## config.mk

```make
export PLATFORM = sky130hd
export DESIGN_NAME = processor_param
export DESIGN_NICKNAME = d
export VERILOG_FILES = /design/src/rtl/processor_param.sv
export SDC_FILE = /design/constraint.sdc
export NUM_CORES = 1
export LEC_CHECK = 0
export CAP_MARGIN = 0
export CORE_MARGIN = 10
export CORE_UTILIZATION = 55
export DETAILED_ROUTE_END_ITERATION = 8
export PLACE_DENSITY = 0.87
export SKIP_LAST_GASP = 1
export SLEW_MARGIN = 40
export SYNTH_ARGS = -nofsm -noshare
export SYNTH_HDL_FRONTEND = slang
export SYNTH_SLANG_ARGS = --single-unit
```

## constraint.sdc

```tcl
create_clock -name clk -period 12.3 [get_ports clk]
set_input_delay 2.46 -clock clk [delete_from_list [all_inputs] [get_ports clk]]
set_output_delay 2.46 -clock clk [all_outputs]
set_load 0.005 [all_outputs]
```

## src/rtl/processor_param.sv

```systemverilog
// processor_param: parametrised multi-cycle accumulator machine.
//
// Instructions and operands are fetched from one shared memory. Each
// instruction walks FETCH -> IR_LOAD -> DECODE, then goes to OPERAND for
// memory-sourced arithmetic or straight back to FETCH. HALT is terminal
// until reset.
//
// Parameters:
//   DATA_W  accumulator / ALU width
//   ADDR_W  memory address and PC width (memory depth 2^ADDR_W)
//   MEM_W   memory word width (MEM_W >= DATA_W, MEM_W >= ADDR_W+3)
//
// Ports:
//   clk         rising-edge clock
//   reset_n     asynchronous active-low reset
//   data_in     memory read data, valid the cycle after address is presented
//   data_out    write data, accumulator zero-extended to MEM_W
//   readwriteN  1 = read, 0 = write (memory writes on the clk edge while 0)
//   address     memory access address
//   halted      1 while in the HALT state
//   pc_out      current program counter (debug)
//   acc_out     accumulator (debug)
module processor_param #(
  parameter int DATA_W = 8,
  parameter int ADDR_W = 5,
  parameter int MEM_W  = 16
) (
  input  logic              clk,
  input  logic              reset_n,
  input  logic [MEM_W-1:0]  data_in,
  output logic [MEM_W-1:0]  data_out,
  output logic              readwriteN,
  output logic [ADDR_W-1:0] address,
  output logic              halted,
  output logic [ADDR_W-1:0] pc_out,
  output logic [DATA_W-1:0] acc_out
);

  typedef enum logic [2:0] {
    FETCH   = 3'd0,
    IR_LOAD = 3'd1,
    DECODE  = 3'd2,
    OPERAND = 3'd3,
    HALT    = 3'd4
  } state_t;

  localparam logic [2:0] OP_JMP   = 3'b000;
  localparam logic [2:0] OP_LOAD  = 3'b001;
  localparam logic [2:0] OP_STORE = 3'b010;
  localparam logic [2:0] OP_ADD   = 3'b011;
  localparam logic [2:0] OP_SUB   = 3'b100;
  localparam logic [2:0] OP_MUL   = 3'b101;
  localparam logic [2:0] OP_JZ    = 3'b110;
  localparam logic [2:0] OP_HALT  = 3'b111;

  state_t              state_r, state_nxt_s;
  logic [ADDR_W-1:0]   pc_r, pc_nxt_s;
  logic [DATA_W-1:0]   acc_r, acc_nxt_s;
  logic                zero_r, zero_nxt_s;
  logic [MEM_W-1:0]    ir_r, ir_nxt_s;

  logic [2:0]          opcode_s;
  logic [ADDR_W-1:0]   opnd_s;
  logic [DATA_W-1:0]   operand_s;
  logic [2*DATA_W-1:0] prod_s;
  logic [DATA_W-1:0]   alu_s;

  logic [ADDR_W-1:0]   address_s;
  logic                rw_s;
  logic                halted_s;
  logic [MEM_W-1:0]    data_out_s;

  // Bits of the instruction word and read data outside the decoded fields
  // are intentionally ignored.
  logic unused_bits_s;
  assign unused_bits_s = ^{ir_r, data_in};

  assign opcode_s  = ir_r[MEM_W-1:MEM_W-3];
  assign opnd_s    = ir_r[ADDR_W-1:0];
  assign operand_s = data_in[DATA_W-1:0];
  // Full-width product; only the low DATA_W bits reach the accumulator.
  assign prod_s    = {{DATA_W{1'b0}}, acc_r} * {{DATA_W{1'b0}}, operand_s};

  // ALU: result of the instruction held in ir for the OPERAND cycle.
  always_comb begin
    alu_s = acc_r;
    case (opcode_s)
      OP_LOAD: alu_s = operand_s;
      OP_ADD:  alu_s = acc_r + operand_s;
      OP_SUB:  alu_s = acc_r - operand_s;
      OP_MUL:  alu_s = prod_s[DATA_W-1:0];
      default: alu_s = acc_r;
    endcase
  end

  // Next-state, register-update and memory-interface decode.
  always_comb begin
    state_nxt_s = state_r;
    pc_nxt_s    = pc_r;
    acc_nxt_s   = acc_r;
    zero_nxt_s  = zero_r;
    ir_nxt_s    = ir_r;
    address_s   = pc_r;
    rw_s        = 1'b1;
    halted_s    = 1'b0;
    case (state_r)
      FETCH: begin
        state_nxt_s = IR_LOAD;
      end
      IR_LOAD: begin
        ir_nxt_s    = data_in;
        // PC wraps naturally at 2^ADDR_W.
        pc_nxt_s    = pc_r + ADDR_W'(1);
        state_nxt_s = DECODE;
      end
      DECODE: begin
        case (opcode_s)
          OP_LOAD, OP_ADD, OP_SUB, OP_MUL: begin
            address_s   = opnd_s;
            state_nxt_s = OPERAND;
          end
          OP_STORE: begin
            // The only cycle in which the memory is written.
            address_s   = opnd_s;
            rw_s        = 1'b0;
            state_nxt_s = FETCH;
          end
          OP_JMP: begin
            pc_nxt_s    = opnd_s;
            state_nxt_s = FETCH;
          end
          OP_JZ: begin
            if (zero_r) begin
              pc_nxt_s = opnd_s;
            end else begin
              pc_nxt_s = pc_r;
            end
            state_nxt_s = FETCH;
          end
          OP_HALT: begin
            state_nxt_s = HALT;
          end
          default: begin
            state_nxt_s = FETCH;
          end
        endcase
      end
      OPERAND: begin
        acc_nxt_s   = alu_s;
        zero_nxt_s  = (alu_s == {DATA_W{1'b0}});
        state_nxt_s = FETCH;
      end
      HALT: begin
        halted_s    = 1'b1;
        state_nxt_s = HALT;
      end
      default: begin
        state_nxt_s = FETCH;
      end
    endcase
  end

  // Write data is the accumulator zero-extended to the memory word.
  always_comb begin
    data_out_s               = {MEM_W{1'b0}};
    data_out_s[DATA_W-1:0]   = acc_r;
  end

  // Architectural state registers with asynchronous reset.
  always_ff @(posedge clk or negedge reset_n) begin
    if (!reset_n) begin
      state_r <= FETCH;
      pc_r    <= {ADDR_W{1'b0}};
      acc_r   <= {DATA_W{1'b0}};
      zero_r  <= 1'b0;
      ir_r    <= {MEM_W{1'b0}};
    end else begin
      state_r <= state_nxt_s;
      pc_r    <= pc_nxt_s;
      acc_r   <= acc_nxt_s;
      zero_r  <= zero_nxt_s;
      ir_r    <= ir_nxt_s;
    end
  end

  assign address    = address_s;
  assign readwriteN = rw_s;
  assign halted     = halted_s;
  assign data_out   = data_out_s;
  assign pc_out     = pc_r;
  assign acc_out    = acc_r;

endmodule

```

# Yosys cells after proc, flatten, opt, wreduce, memory -nomap -nowiden
# Index checks and enable logic that the tools add are counted.
# W data, S select, Z words.
# totals
reg_bits	33
in_bits	18
out_inout_bits	36
wordCells	41
# op_classes
addsub	3
multipliers	1
n_eq_ne	13
muxes	11
reduce_logical	8
# ops
operator	n
$pmux W8 S4	1
$pmux W5 S2	2
$eq A3 B3 Y1 const B	5
$mux W5	3
$eq A3 B2 Y1 const B	4
$pmux W3 S4	1
$pmux W3 S3	1
$add A8 B8 Y8	1
$logic_not A8 Y1	1
$mul A8 B8 Y8	1
$sub A8 B8 Y8	1
$eq A3 B1 Y1 const B	2
$logic_not A3 Y1	2
$add A5 B1 Y5 const B	1
$reduce_or A5 Y1	1
$reduce_or A4 Y1	1
$mux W1	3
$ne A3 B2 Y1 const B	1
$ne A3 B3 Y1 const B	1
$reduce_and A3 Y1	1
$reduce_or A3 Y1	1
$reduce_bool A2 Y1	1

# Longest topological paths before layout
# Gate-level depths: netlist of the first run.
# depth
ltp_word	4
depth_mapped	17
ltp_nobuf	16

# Least setup slack after synthesis of the first run
# No wires, ideal clock.
# synth_timing
path_kind	input-to-reg
from	input port data_in[3]
to	register zero_r
setup_time_ns	0.104
arrival_time_ns	6.304
required_ns	12.196
slack_ns	5.893
path_stages	16
n_path_buf	1
cell_sequence	clkbuf_1 > nand2_1 > fa_1 > fa_1 > inv_1 > fa_1 > inv_1 > fa_1 > inv_1 > ha_1 > a21oi_1 > xnor3_1 > xnor3_1 > nand3_1 > a21boi_1 > o41ai_2
# synth_via
elab_chain_len	3
word_cells_on_any_way	5
cone_classes	2 x add/sub; 1 x mul; 1 x mux; 1 x reduce/logical
# synth_rtl
item	line	source
start, declared	30	input logic [MEM_W-1:0] data_in,
$mul A8 B8 Y8, or another cell as far along	82	assign prod_s = {{DATA_W{1'b0}}, acc_r} * {{DATA_W{1'b0}}, operand_s};
$pmux W8 S4 (*)	87	case (opcode_s)
$logic_not A8 Y1 (*)	150	zero_nxt_s = (alu_s == {DATA_W{1'b0}});
end signal, assigned	181	zero_r <= zero_nxt_s;
end, declared	59	logic zero_r, zero_nxt_s;
# Mark *: on every way between the ends. The rest lies on a longest branch, timed or not.
# A chain may end at the register's enable or synchronous reset.

# Worst setup path after layout of the first run
# layout_timing
from	input port data_in[4]
to	register zero_r
# The elaborated chain is that of the path after synthesis.

==> key figures, run 1 <==
Status
  • Outcome: complete, no violations

Pwr
  • Logic pwr share: 0.762
  • Pint: 0.0005415 W
  • Peak VDD IR: 0.0001844 V
  • Sw frac: 0.4957
  • Clk network pwr share: 0.047
  • Sequential share of power: 0.191
  • Pwr Total: 0.001074 W
  • Psw: 0.0005323 W
  • PD cells: 324.4 mW/mm2
  • Leakage: 1.519 nW

Synthesis
  • Top FF cell, synth: dfrtp_1
  • Syn avg cell area: 8.164 um2
  • EDFF count, synth: 0
  • Async set or reset register ratio after synthesis: 1.000
  • Post-synth cell types: 44
  • Yosys reg bits: 25
  • Number of synthesis warnings: 0
  • Seq/Total Area, Yosys: 0.2152
  • Cell Area, Synth: 0.002907 mm2
  • Syn Inst Count: 356

Worst setup path
  • Crit path max-delay family: adder cells
  • CP endpoint kind: flop
  • Startpoint types: input port
  • CP most frequent cell: fa_1
  • Crit path kind: input port to flop
  • Critical path's slowest cell: clkdlybuf4s50_1
  • Critical path required time: 12.47 ns
  • CP max stage delay: 0.64 ns
  • Critical-path cell list: clkdlybuf4s50_1, nand2_1, fa_1, fa_1, inv_1, fa_1, inv_1, fa_1, inv_1, ha_1, a21oi_1, xnor3_1, xnor3_1, nand3_1, a21boi_1, o41ai_2
  • CP Depth: 16
  • Reg2reg start: acc_out[2]
  • Worst Path Buf+Inv: 4
  • Reg2reg path depth: 15
  • Max FO, Critical Path: 7
  • CP startpoint: data_in[4]
  • CP Capture Point: zero_r
  • R2R Path End: zero_r
  • CP arrival: 7.12 ns
  • Reg2Reg Setup Slack: 7.58 ns

STA
  • Slew @ Worst Pin: 0.6697 ns
  • Tcrit/Tclk final: 0.5653
  • Final Hold Viols: 0
  • Endpoints failing setup: 0
  • Max frequency: 143.8 MHz
  • Setup TNS: 0 ns
  • Unrepaired setup endpoints after global routing: no
  • Max Slew Vio Count: 0
  • Worst Skew: 0.009455 ns
  • Relative slew slack: 0.5508
  • Final min period: 6.953 ns

Clocking
  • Clk sinks: 25
  • TritonCTS clock tree: done
  • Bufs on Longest Clock Path: 2
  • H-Tree Level Count: 1
  • Root Buffer: clkbuf_8
  • Buffer count from post-CTS setup fixing: 0
  • Hold bufs inserted after CTS: 0
  • CTS clk-pin slew, worst paths: 0.09 ns
  • Num CTS Buffers: 3
  • Clk_lat worst skew: 0.28 ns
  • Post-cts gate resize count: 0

GRT
  • Antenna violations before repair: 0
  • Number of global-route vias before repair: 2526
  • Largest net degree at the start of global routing: 26
  • First-pass GRT wire length: 12.19 mm
  • Overflow after GRT: 0
  • GRT Util Overall: 0.1689

Hold path
  • Worst hold path type: flop to flop

Finish
  • Fill count: 442
  • Layout cells sized above 1: 0.06842
  • Fin area: 0.003309 mm2
  • Fin nets: 438
  • P&R area growth vs syn: 13.86%
  • # diodes: 0
  • Non-filler cells in the finished layout: 450
  • Final core occ: 0.6480

Placed design
  • IO Port Bufs: 40
  • DP HPWL: 5.765 mm
  • Dpl cells: 446
  • GP Congestion: 0.9426
  • Placement Cell Area: 0.003256 mm2

Die
  • I/O Pins: 54
  • Initial core utilization: 0.5691
  • Chip Width: 92.70 um
  • Core area: 0.005107 mm2
  • Die area: 0.008592 mm2
  • Row Count: 26
  • Die H: 92.70 um

Routing
  • Drt drc: 0
  • Drt initial violations: 284
  • Routed WL: 7.258 mm
  • DR vias: 2544
  • WL/cell: 16.13 um
  • Antenna viol nets, final: 0
  • Vias per std cell: 5.653
  • Detailed Routing Iterations Pass 1: 6

Job
  • Max Cap Violations: 0
==> power by group through the flow <==
stage               registers (W)  clock network (W)  logic [W]
detailed placement       0.000205                  0   0.000813
CTS                      0.000203          0.0000509   0.000818
global placement         0.000203                  0   0.000782
floorplan                0.000169                  0   0.000606
finish                   0.000205          0.0000504   0.000818
global route             0.000215          0.0000534   0.000916
==> sequential cells by signal, indices dropped and copies added (netlist names) <==
register	cells
acc_out	8
ir_r	8
pc_out	5
state_r	3
zero_r	1
==> worst min-delay path by stage <==
stage,start,to,slack [ns],cells after the start
4_1_cts,ir_r[4],ir_r[4],0.53,2
3_5_place_dp,ir_r[4],ir_r[4],0.50,2
3_3_place_gp,zero_r,zero_r,0.49,2
5_1_grt,zero_r,zero_r,0.56,2
2_1_floorplan,zero_r,zero_r,0.45,2
6_report,ir_r[4],ir_r[4],0.52,2
==> layer usage <==
metal,wire (um),GRT usage
met5,0,0
met3,406,0.02825
met4,50,0.03213
met2,3664,0.3024
met1,3136,0.2086
==> synthesized netlist by cell type, drive strengths merged (2+ instances only) <==
master | count | share of area
nand2 | 45 | 0.059
inv | 38 | 0.049
o21ai | 30 | 0.052
ha | 26 | 0.11
dfrtp | 25 | 0.22
a21oi | 21 | 0.036
nor2 | 19 | 0.025
buf | 18 | 0.045
xnor2 | 18 | 0.054
fa | 13 | 0.090
and2 | 12 | 0.028
clkbuf | 10 | 0.013
mux2 | 8 | 0.031
nand3 | 8 | 0.014
xor2 | 7 | 0.021
a31oi | 6 | 0.013
nor2b | 6 | 0.013
a21o | 5 | 0.013
nand2b | 5 | 0.011
nor3 | 5 | 0.0086
a211oi | 4 | 0.010
a221oi | 3 | 0.0090
or3b | 3 | 0.0090
nor3b | 2 | 0.0052
o2111ai | 2 | 0.0060
o21a | 2 | 0.0052
xnor3 | 2 | 0.015
==> cells by family after synthesis <==
family                   Yosys count  share of synthesized area
AND/OR/NAND/NOR                  109                     0.1812
AO/OA/AOI/OAI                     80                     0.1688
buffers and inverters             66                     0.1068
adder cells (fa/ha/maj)           39                     0.2015
XOR/XNOR                          27                    0.09083
flip-flops                        25                     0.2152
multiplexers                       9                    0.03444
other                              1                   0.001290
==> layout by cell type, fill, tap and decap left out, types with 7 or more instances in the layout <==
cell type         n
dfrtp_1          25
nand2_1          44
clkdlybuf4s50_1  39
conb_1            8
nand3_1           8
mux2_2            8
inv_1            38
a21oi_1          21
nor2_1           19
fa_1             13
o21ai_0          30
xor2_1            7
and2_1            7
xnor2_1          18
ha_1             26
==> stage by stage <==
step / hold WS [ns] / setup WS, ns
2_1_floorplan: 0.4486 / 5.893
3_5_place_dp: 0.5021 / 5.043
4_1_cts: 0.5274 / 5.328
5_1_grt: 0.5556 / 5.142
6_report: 0.5202 / 5.347
3_3_place_gp: 0.4891 / 5.201
==> area by class of cell <==
type	instances	area, um2	area share
timing repair buffer	41	402.9	0.1217
clock inverter	1	7.507	0.002268
clock buffer	3	41.29	0.01248
tap	70	87.58	0.02647
inverter	38	142.6	0.04310
multi-input combinational	272	2002	0.6049
sequential	25	625.6	0.1890
==> worst min-delay path, stage by stage (launching register included) <==
cell,delay [ns]
dfrtp_1,0.38
nand2_1,0.05
o21ai_0,0.06
(Power assumes the default switching activity.)
==> run 2: changes to the inputs <==
- CORE_UTILIZATION: 55 -> 48
- PLACE_DENSITY: 0.87 -> 0.81
- clock period: 12.3 -> 5.6 ns (I/O delays scaled with it)
==> run 2 against run 1 <==
  * Power rose by 120%
  * Sequential power rose by 110%
  * Global-route usage fell by 1.8 points
  * Via count rose by 1.6%
  * Clock power rose by 120%
  * Cell area rose by 2.9%
  * Critical path type unchanged
  * Largest power group unchanged
  * Highest routed layer unchanged
==> key figures, run 2 (synthesized netlist as in run 1, its figures left out) <==
Status
  • Outcome: complete, no violations

Die
  • Die area: 0.009568 mm2
  • Initial core utilization: 0.4938
  • Row Count: 28
  • Chip Width: 97.82 um
  • Die H: 97.82 um
  • I/O Pins: 54
  • Core area: 0.005886 mm2

Worst setup path
  • CP endpoint kind: flop
  • Reg2reg path depth: 15
  • Startpoint types: input port
  • Critical path required time: 5.77 ns
  • CP startpoint: data_in[2]
  • Critical-path cell list: clkdlybuf4s50_1, nand2_1, fa_1, fa_1, inv_1, fa_1, inv_1, fa_1, inv_1, ha_1, a21oi_1, xnor3_1, xnor3_1, nand3_1, a21boi_1, o41ai_2
  • CP arrival: 5.51 ns
  • Crit path kind: input port to flop
  • CP max stage delay: 0.59 ns
  • Max FO, Critical Path: 5
  • Critical path's slowest cell: clkdlybuf4s50_1
  • Reg2reg start: acc_out[1]
  • CP most frequent cell: fa_1

Finish
  • # diodes: 0
  • Layout cells sized above 1: 0.09694
  • Fin nets: 450
  • P&R area growth vs syn: 17.18%
  • Most common cell after layout, fill and taps aside: nand2_1
  • Commonest non-fill, non-tap cells in the layout: 44 x nand2_1, 39 x clkdlybuf4s50_1, 38 x inv_1

STA
  • Unrepaired setup endpoints after global routing: no
  • Final min period: 5.347 ns
  • Max frequency: 187.0 MHz
  • Relative slew slack: 0.5659
  • Tcrit/Tclk final: 0.9548
  • Slew @ Worst Pin: 0.6511 ns
  • Endpoints failing setup: 0
  • Final Hold Viols: 0
  • Max Slew Vio Count: 0
  • Worst Skew: 0.01808 ns
  • Final worst setup slack: 0.2531 ns

Routing
  • Routed WL: 7.230 mm
  • Antenna viol nets, final: 0
  • Detailed Routing Iterations Pass 1: 4
  • Drt initial violations: 167
  • DR vias: 2585
  • WL/cell: 15.48 um
  • Drt drc: 0
  • Vias per std cell: 5.535

Job
  • Max Cap Violations: 0

Hold path
  • HP Start: state_r[1]
  • Worst hold path type: flop to flop
  • WHS Path Cells: 1

GRT
  • First-pass GRT wire length: 12.48 mm
  • Number of global-route vias before repair: 2632
  • Antenna violations before repair: 0
  • Largest net degree at the start of global routing: 26
  • Overflow after GRT: 0
  • GRT Util Overall: 0.1513

Placed design
  • GP Congestion: 0.9028
  • IO Port Bufs: 40
  • Worst slack at placement: -0.05761 ns
  • DP HPWL: 5.926 mm

Pwr
  • PD cells: 700.7 mW/mm2
  • Leakage: 1.577 nW
  • Peak VDD IR: 0.0003394 V
  • Sequential share of power: 0.183
  • Pwr Total: 0.002386 W
  • Psw: 0.001158 W
  • Logic pwr share: 0.771
  • Pint: 0.001228 W
  • Clk network pwr share: 0.046
  • Sw frac: 0.4853

Clocking
  • Clk_lat worst skew: 0.28 ns
  • Buffer count from post-CTS setup fixing: 0
  • Num CTS Buffers: 3
  • Root Buffer: clkbuf_8
  • Post-cts gate resize count: 0
  • Clk sinks: 25
  • Hold bufs inserted after CTS: 0
  • TritonCTS clock tree: done
  • Bufs on Longest Clock Path: 2
  • H-Tree Level Count: 1
  • CTS clk-pin slew, worst paths: 0.10 ns
run 2: area by class of cell:
cell class	instances	area [um2]
clock inverters	1	7.507
multi-input cells	272	2002
repair buffers	53	493.0
clock buffers	3	41.29
flip-flops and latches	25	625.6
fillers	542	2480
inverters	38	142.6
well taps	75	93.84
run 2: metrics by stage:
step	util	cell area (um2)	hold WS, ns	setup TNS [ns]	std cells
floorplan	-	2933	0.4486	0	363
global placement	0.5704	3357	0.4925	-0.001686	463
detailed placement	0.5695	3352	0.5031	-0.05761	463
CTS	0.5778	3401	0.5212	0	467
global route	0.5787	3406	0.5361	0	467
finish	0.5787	3406	0.5205	0	467
run 2: power groups by stage:
stage                     clock (W)  combinational (W)  sequential [W]
final                      0.000110            0.00184        0.000436
after global routing       0.000123            0.00207        0.000456
after CTS                  0.000113            0.00185        0.000437
after detailed placement          0            0.00183        0.000440
after global placement            0            0.00178        0.000434
after floorplan                   0            0.00133        0.000371
run 2: path summary, 6_finish.rpt:
kind	endpoint	slack, ns
worst max-delay path	zero_r	0.25
worst min-delay path	state_r[0]	0.52
worst max register to register	zero_r	1.03
worst min register to register	state_r[0]	0.52
max in group asynchronous	acc_out[3]	4.39
min in group asynchronous	ir_r[2]	0.82
run 2: layer usage:
layer,GRT usage,routed length (um),vias to the layer above
li1,-,-,1250
met1,0.1768,2989,1252
met2,0.2678,3708,72
met3,0.03876,425,11
met4,0.03915,106,0
met5,0,0,-
run 2: critical path, delay by kind of cell:
family,cells,cell delay [ns]
AOI/OAI and AO/OA,3,0.55
adders and majority gates,5,2.25
buffers and inverters,4,0.74
and+or+nand+nor,2,0.21
xor gates and xnor gates,2,0.64
==> run 3: changes to the inputs <==
- clock period: 5.6 -> 4.4 ns (I/O delays scaled with it)
==> run 3 against run 2 <==
  * Sequential share of layout area fell by 0.98 points
  * Largest cell class unchanged
  * Worst hold slack worse by 0.011 ns
  * Critical endpoint unchanged
  * Worst setup slack worse by 0.16 ns
  * Sequential cell count unchanged
  * Sequential power is 26% higher
  * Core utilization is 3.3 points higher
==> key figures, run 3 (synthesized netlist as in run 1, its figures left out) <==
Status
  • Outcome: complete, no violations

STA
  • Slew @ Worst Pin: 0.6835 ns
  • Max frequency: 232.3 MHz
  • Endpoints failing setup: 0
  • Worst Skew: 0.008384 ns
  • Max Slew Vio Count: 0
  • Final worst setup slack: 0.09447 ns
  • Relative slew slack: 0.5416
  • Final Hold Viols: 0
  • Tcrit/Tclk final: 0.9785
  • Final min period: 4.306 ns

Routing
  • DR vias: 2686
  • Drt drc: 0
  • WL/cell: 16.46 um
  • Antenna viol nets, final: 0
  • Detailed Routing Iterations Pass 1: 6
  • Vias per std cell: 5.608
  • Routed WL: 7.884 mm
  • Drt initial violations: 230

GRT
  • Overflow after GRT: 0
  • Gr busiest metal: met2
  • First-pass GRT wire length: 13.46 mm
  • GRT Util Overall: 0.1642
  • Met3 Usage GRT: 0.03946
  • Global-route met2 utilization: 0.2908
  • Antenna violations before repair: 0
  • Number of global-route vias before repair: 2814
  • Largest net degree at the start of global routing: 26
  • GR Layer Usage met1: 0.1876

Finish
  • Fill count: 503
  • Fin nets: 462
  • # diodes: 0
  • Final core occ: 0.6112
  • P&R area growth vs syn: 23.76%
  • Most common cell after layout, fill and taps aside: nand2_1
  • Layout cells sized above 1: 0.1906
  • Commonest non-fill, non-tap cells in the layout: 40 x nand2_1, 34 x inv_1, 33 x clkdlybuf4s50_1

Pwr
  • Pwr Total: 0.003449 W
  • PD cells: 958.9 mW/mm2
  • Leakage: 1.646 nW
  • Peak VDD IR: 0.0004683 V

Die
  • Die H: 97.82 um
  • Initial core utilization: 0.4938
  • Chip Width: 97.82 um
  • Core area: 0.005886 mm2
  • I/O Pins: 54
  • Die area: 0.009568 mm2
  • Row Count: 28

Worst setup path
  • Startpoint types: input port
  • Crit path kind: input port to flop
  • CP endpoint kind: flop
  • Max FO, Critical Path: 2
  • Critical path required time: 4.56 ns
  • CP arrival: 4.46 ns

Clocking
  • TritonCTS clock tree: done
  • H-Tree Level Count: 1
  • Buffer count from post-CTS setup fixing: 0
  • Clk_lat worst skew: 0.28 ns
  • Bufs on Longest Clock Path: 2
  • CTS clk-pin slew, worst paths: 0.09 ns
  • Root Buffer: clkbuf_8
  • Num CTS Buffers: 3
  • Clk sinks: 25

Placed design
  • DP HPWL: 6.258 mm
  • GP Congestion: 0.8674
  • Worst slack at placement: -0.8451 ns
  • IO Port Bufs: 40

Hold path
  • Worst hold path type: flop to flop

Job
  • Max Cap Violations: 0
run 3: cell types whose count changed in the layout (fill, tap and decap cells not counted), sizes merged:
cell and change:
clkdlybuf4s50 -6, dlygate4sd2 +1, dlymetal6s2s +1, buf +15, clkbuf +1
run 3: path summary, 6_finish.rpt:
| path | startpoint | end | slack, ns | depth (start not counted) |
|---|---|---|---|---|
| max | data_in[5] | zero_r | 0.09 | 15 |
| min | zero_r | zero_r | 0.51 | 2 |
| max reg2reg | acc_out[0] | zero_r | 0.26 | 16 |
| min reg2reg | zero_r | zero_r | 0.51 | 2 |
| max in group asynchronous | reset_n | acc_out[7] | 3.42 | 1 |
| min in group asynchronous | reset_n | pc_out[1] | 0.59 | 1 |
run 3: worst max-delay path, stage by stage:
cell             delay, ns
clkdlybuf4s50_1       0.48
and2_4                0.16
ha_4                  0.20
ha_4                  0.21
fa_1                  0.54
inv_1                 0.06
fa_1                  0.53
inv_2                 0.06
ha_4                  0.25
a21oi_4               0.13
xnor3_1               0.27
xnor3_1               0.30
nand3_1               0.12
a21boi_2              0.19
o41ai_2               0.07
run 3: layout make-up:
type / instances / area [um2] / area share
clock buffer: 3 / 41.29 / 0.01148
clock inverter: 1 / 7.507 / 0.002087
inverter: 38 / 142.6 / 0.03965
multi-input combinational: 272 / 2103 / 0.5847
sequential: 25 / 625.6 / 0.1739
tap: 75 / 93.84 / 0.02609
timing repair buffer: 65 / 583.1 / 0.1621
run 3: per-stage QoR:
stage | setup TNS (ns) | cell area [um2] | hold slack, ns | cells
2_1_floorplan | 0 | 2989 | 0.4486 | 363
3_3_place_gp | -2.558 | 3483 | 0.4797 | 475
3_5_place_dp | -3.083 | 3478 | 0.4892 | 475
4_1_cts | 0 | 3540 | 0.5099 | 479
5_1_grt | -0.01781 | 3597 | 0.5455 | 479
6_report | 0 | 3597 | 0.5090 | 479
run 3: what timing repair did:
item / 4_1_cts / 5_1_grt
gates resized for setup: 22 / 20
gates cloned: 0 / 0
hold buffers: 0 / 0
pin swaps: 8 / 17
endpoints found under the setup margin: 5 / 3
run 3: report_power, final:
group / internal (W) / leakage, nW / switching [W]
clock: 0.0000644 / 0.0217 / 0.0000782
combinational: 0.00138 / 1.32 / 0.00138
sequential: 0.000340 / 0.303 / 0.000210
total: 0.00179 / 1.65 / 0.00166
run 3: routing by layer:
metal / vias up / wire (um)
li1: 1269 / -
met1: 1295 / 3132
met2: 96 / 4019
met3: 26 / 488
met4: 0 / 244
met5: - / 0
